### config.mk
export PLATFORM = sky130hd
export DESIGN_NAME = dmem_arbiter
export DESIGN_NICKNAME = d
export VERILOG_FILES = /design/src/rtl/dmem_arbiter.sv
export SDC_FILE = /design/constraint.sdc
export NUM_CORES = 1
export LEC_CHECK = 0
export ABC_CLOCK_PERIOD_IN_PS = 1900
export CORE_AREA = 3 3 228 230
export CTS_CLUSTER_DIAMETER = 100
export CTS_CLUSTER_SIZE = 14
export DETAILED_ROUTE_END_ITERATION = 12
export DIE_AREA = 0 0 231 233
export DONT_BUFFER_PORTS = 1
export SLEW_MARGIN = 20
export SYNTH_ARGS = -nofsm -noshare
export SYNTH_HDL_FRONTEND = slang
export SYNTH_SLANG_ARGS = --single-unit
export TNS_END_PERCENT = 20
### constraint.sdc
create_clock -name clk -period 1.9 [get_ports clk]
set_input_delay 0.285 -clock clk [delete_from_list [all_inputs] [get_ports clk]]
set_output_delay 0.285 -clock clk [all_outputs]
set_load 0.005 [all_outputs]
### src/rtl/dmem_arbiter.sv
// Two-port (A: pipeline MEM stage, B: debug/loader) arbiter in front of a 64-byte data memory.
// Define DMEM_ARB_RR_EN for round-robin arbitration; default build gives port A fixed priority.
module dmem_arbiter (
    input  logic        clk,
    input  logic        reset,
    input  logic        A_Req,
    input  logic        A_Write,
    input  logic [63:0] A_Addr,
    input  logic [63:0] A_WData,
    output logic        A_Ack,
    output logic        A_Err,
    output logic [63:0] A_RData,
    input  logic        B_Req,
    input  logic        B_Write,
    input  logic [63:0] B_Addr,
    input  logic [63:0] B_WData,
    output logic        B_Ack,
    output logic        B_Err,
    output logic [63:0] B_RData,
    output logic [63:0] Mem_Addr,
    output logic [63:0] Write_Data,
    output logic        MemWrite,
    output logic        MemRead,
    input  logic [63:0] Read_Data
);

    typedef enum logic [1:0] {
        IDLE,
        ACCESS,
        DONE
    } state_t;

    state_t      state_q, state_d;
    logic        grant_b_q, grant_b_d;
    logic        wr_q, wr_d;
    logic [63:0] addr_q, addr_d;
    logic [63:0] wdata_q, wdata_d;
    logic [63:0] a_rdata_q, a_rdata_d;
    logic [63:0] b_rdata_q, b_rdata_d;
`ifdef DMEM_ARB_RR_EN
    logic        last_b_q, last_b_d;
`endif

    logic pick_b;
    logic in_range;
    logic mem_active;
    logic done;

    always_comb begin
        state_d   = state_q;
        grant_b_d = grant_b_q;
        wr_d      = wr_q;
        addr_d    = addr_q;
        wdata_d   = wdata_q;
        a_rdata_d = a_rdata_q;
        b_rdata_d = b_rdata_q;
`ifdef DMEM_ARB_RR_EN
        last_b_d  = last_b_q;
        pick_b    = B_Req && (!A_Req || !last_b_q);
`else
        pick_b    = B_Req && !A_Req;
`endif
        in_range  = (addr_q <= 64'd56);

        case (state_q)
            IDLE: begin
                if (A_Req || B_Req) begin
                    state_d   = ACCESS;
                    grant_b_d = pick_b;
                    wr_d      = pick_b ? B_Write : A_Write;
                    addr_d    = pick_b ? B_Addr  : A_Addr;
                    wdata_d   = pick_b ? B_WData : A_WData;
`ifdef DMEM_ARB_RR_EN
                    last_b_d  = pick_b;
`endif
                end
            end
            ACCESS: begin
                state_d = DONE;
                if (!wr_q && in_range) begin
                    if (grant_b_q) begin
                        b_rdata_d = Read_Data;
                    end else begin
                        a_rdata_d = Read_Data;
                    end
                end
            end
            DONE: begin
                state_d = IDLE;
            end
            default: begin
                state_d = IDLE;
            end
        endcase
    end

    // Strobes are gated by reset so an aborted transaction never touches memory or acks.
    always_comb begin
        mem_active = (state_q == ACCESS) && in_range && !reset;
        done       = (state_q == DONE) && !reset;
        MemWrite   = mem_active && wr_q;
        MemRead    = mem_active && !wr_q;
        Mem_Addr   = addr_q;
        Write_Data = wdata_q;
        A_Ack      = done && !grant_b_q;
        B_Ack      = done && grant_b_q;
        A_Err      = done && !grant_b_q && !in_range;
        B_Err      = done && grant_b_q && !in_range;
        A_RData    = a_rdata_q;
        B_RData    = b_rdata_q;
    end

    always_ff @(posedge clk) begin
        if (reset) begin
            state_q   <= IDLE;
            grant_b_q <= 1'b0;
            wr_q      <= 1'b0;
            addr_q    <= '0;
            wdata_q   <= '0;
            a_rdata_q <= '0;
            b_rdata_q <= '0;
`ifdef DMEM_ARB_RR_EN
            last_b_q  <= 1'b1;
`endif
        end else begin
            state_q   <= state_d;
            grant_b_q <= grant_b_d;
            wr_q      <= wr_d;
            addr_q    <= addr_d;
            wdata_q   <= wdata_d;
            a_rdata_q <= a_rdata_d;
            b_rdata_q <= b_rdata_d;
`ifdef DMEM_ARB_RR_EN
            last_b_q  <= last_b_d;
`endif
        end
    end

endmodule

==> results.yml <==
status:
  status: "complete, but fails checks"
  failed_checks: "negative hold slack, negative setup slack"
timing:
  fin_crit_ps: 2710
  setup_viol: 132
  hold_ws_ps: -168
  setup_ws_ps: -809
  worst_pin_slew_ps: 672
  fmax_mhz: 369
  slew_viol_final: 0
  rsz0062_at_grt: "yes"
  skew_ps: 13.8
  final_hold_viol_count: 122
  maxSlewHeadroom_pct: 55.2
  finalCritPeriodShare_pct: 143
logic_synthesis:
  syn_avg_cell_area_sq_um: 9.17
  ys_ff_latch: 260
  synth-edff-count: 0
  syn-num-nets: 1561
  yosysSeqAreaShare_pct: 46.0
  synth_ff_type: "dfxtp_1"
  postSynthCellCount: 1235
  async_flop_share_pct: 0
  synth_area_sq_um: 11300
  synth_warnings: 0
  synth_cell_types: 22
worst_setup_path:
  critical_path.max_fanout: 2
  critical_path_required_ps: 1620
  path_cells: "or4_4 > or4_4 > buf_12 > nor2_4 > and3_4"
  r2r_slack_ps: -620
  slowest_stage: "or4_4"
  cpPeakStageDelay_ps: 550
  crit_top_cell: "or4_4"
  reg2reg_to: "B_RData[29]"
  worstPathArrival_ps: 2420
  path_class: "register to output port"
  reg2regPathDepth: 10
  startpoint_type: "register"
  r2r_start: "Mem_Addr[57]"
  worstSetupEndpointType: "output port"
floorplan:
  die_w_um: 231
  pin_count: 588
  dieHeight_um: 233
  dieArea_sq_um: 53800
  placementRows: 82
  core_area_sq_um: 50100
  start_util_pct: 22.6
clocking:
  cts_tree: "built"
  htreeDepth: 1
  root_buffer: "clkbuf_16"
  cts_inserted_buffers: 22
  clkLatencyLatePin_ps: 530
  clkTransAtPathRegs_ps: 70
  cts_sinks: 260
  clockBufferDepth: 3
pwr:
  peakVddDrop_mv: 0.579
  finalPower_mw: 12.5
  comb_power_share_pct: 17.2
  p_leak_nw: 5.29
  intPower_mw: 8.90
  p_clk_share_pct: 34.1
  power.switching_mw: 3.57
  powerDensity_nw_per_um2: 779
  pwr-share-seq_pct: 48.7
  swShare_pct: 28.6
detailed_routing:
  drt_drc_violations_left: 0
  drtIter0Drc: 719
  dr.pass1.iters: 5
  drt-total-wl_um: 52000
  wl_per_cell_um: 25.5
  vias: 10922
  drtAntennaViolNets: 0
  detail_route.vias_per_cell: 5.36
placement:
  dp.cells: 1910
  place_ws_ps: -678
  dpl_cell_area_sq_um: 13000
  io_buffers: 0
  dp_hpwl_um: 36100
  place_congestion: 0.978
global_routing:
  grt_remaining_overflow: 0
  grt_usage_pct: 17.1
  grt_pass1_wl_um: 70400
  first_global_vias: 10398
  antenna_found_initial: 11
  grt_max_degree: 262
finish:
  most-common-layout-cells: "dfxtp_1 (251), nor2_1 (136), nand4_1 (130), a211oi_1 (130), mux2i_1 (129)"
  final_nets: 1682
  final_common_cell: "dfxtp_1"
  drive_gt1_share_pct: 26.7
  fin_util_pct: 32.0
  fillers: 5127
  design_area_sq_um: 16000
  area_growth_pct: 41.4
  fin_cells: 2039
flow_run:
  drv_cap: 0
worst_hold_path:
  whs_endpoint: "Write_Data[44]"
  min_from: "reset"
  hold_path_depth: 1
  holdCritPathClass: "input port to register"
-- how the worst max path moves through the flow --
stage                  from           to  slack, ps  cells past startpoint
3_3_place_gp   Mem_Addr[51]      MemRead       -640                      9
4_1_cts        Mem_Addr[15]     MemWrite       -880                      7
2_1_floorplan  Mem_Addr[19]  B_RData[16]       -110                      6
6_report       Mem_Addr[17]     MemWrite       -810                      5
3_5_place_dp   Mem_Addr[51]      MemRead       -680                      9
5_1_grt         Mem_Addr[6]      MemRead       -880                      9
-- metal layers --
layer  wire (um)  GRT usage (%)  share of wire, %
met5           0              0                 0
met4        2260           7.32               4.3
met3        4010           3.54               7.7
met2       26700           30.8                51
met1       18900           19.6                36
-- power groups by stage --
stage | Clock (mW) | Combinational, mW | Sequential [mW]
floorplan | 0 | 1.06 | 6.11
global placement | 0 | 1.85 | 6.17
detailed placement | 0 | 1.88 | 6.19
CTS | 4.36 | 2.09 | 6.08
global route | 4.52 | 2.32 | 6.11
finish | 4.25 | 2.15 | 6.07
-- synthesized netlist by cell type (2+ instances only) --
cell | instances | area share (%)
nand2_1 | 3 | 0.099
dfxtp_1 | 260 | 46
nor2b_1 | 2 | 0.11
buf_6 | 12 | 1.2
clkbuf_1 | 106 | 3.5
o31ai_1 | 128 | 8.5
mux2i_1 | 129 | 11
nor3_1 | 4 | 0.18
nor2_1 | 138 | 4.6
nand3_1 | 3 | 0.13
a211oi_1 | 130 | 8.6
or4_1 | 2 | 0.13
buf_2 | 21 | 0.93
and3_1 | 2 | 0.11
a21oi_1 | 129 | 5.7
nor4_1 | 16 | 0.88
nand4_1 | 130 | 7.2
buf_1 | 16 | 0.53
-- what timing repair did --
| item | CTS | global route |
|---|---|---|
| cloned | 4 | 8 |
| resized for setup | 145 | 96 |
| hold buffers | 62 | 8 |
| endpoints found under the hold margin | 260 | 248 |
| setup buffers | 10 | 5 |
| pin swaps | 46 | 86 |
| setup endpoints to repair | 132 | 135 |
-- flip-flops by register name, indices dropped and copies added, names as in the netlist --
name	count
Write_Data	64
state_q	2
B_RData	64
wr_q	1
grant_b_q	1
A_RData	64
Mem_Addr	64
-- cells by family after synthesis --
logic type	after synthesis	synth area share, %
simple gates	304	13.7
buf+inv	155	6.17
mux	129	11.4
compound gates	387	22.8
flops	260	46.0
-- layout make-up --
cell class                      count  area [sq um]  share of cell area [%]
Timing Repair Buffer              252          2800                    17.5
Sequential cell                   260          5220                    32.6
Multi-Input combinational cell    820          6530                    40.8
Clock inverter                      1          5.00                  0.0313
Clock buffer                       25           593                    3.70
Antenna cell                        9          22.5                   0.141
Tap cell                          672           841                    5.25
-- worst max-delay path: cells and delay by family, from the launching register on --
kind | cells | cell delay [ps]
simple gates | 4 | 1350
buf+inv | 1 | 160
flops | 1 | 370
-- per-stage QoR --
stage / hold slack (ps) / TNS (ps)
after global routing: -193 / -85970
after global placement: 376 / -56840
final: -168 / -71130
after floorplan: 382 / -12040
after detailed placement: 377 / -59910
after CTS: -197 / -85440
Note: power is estimated with default switching activity, not from simulation.
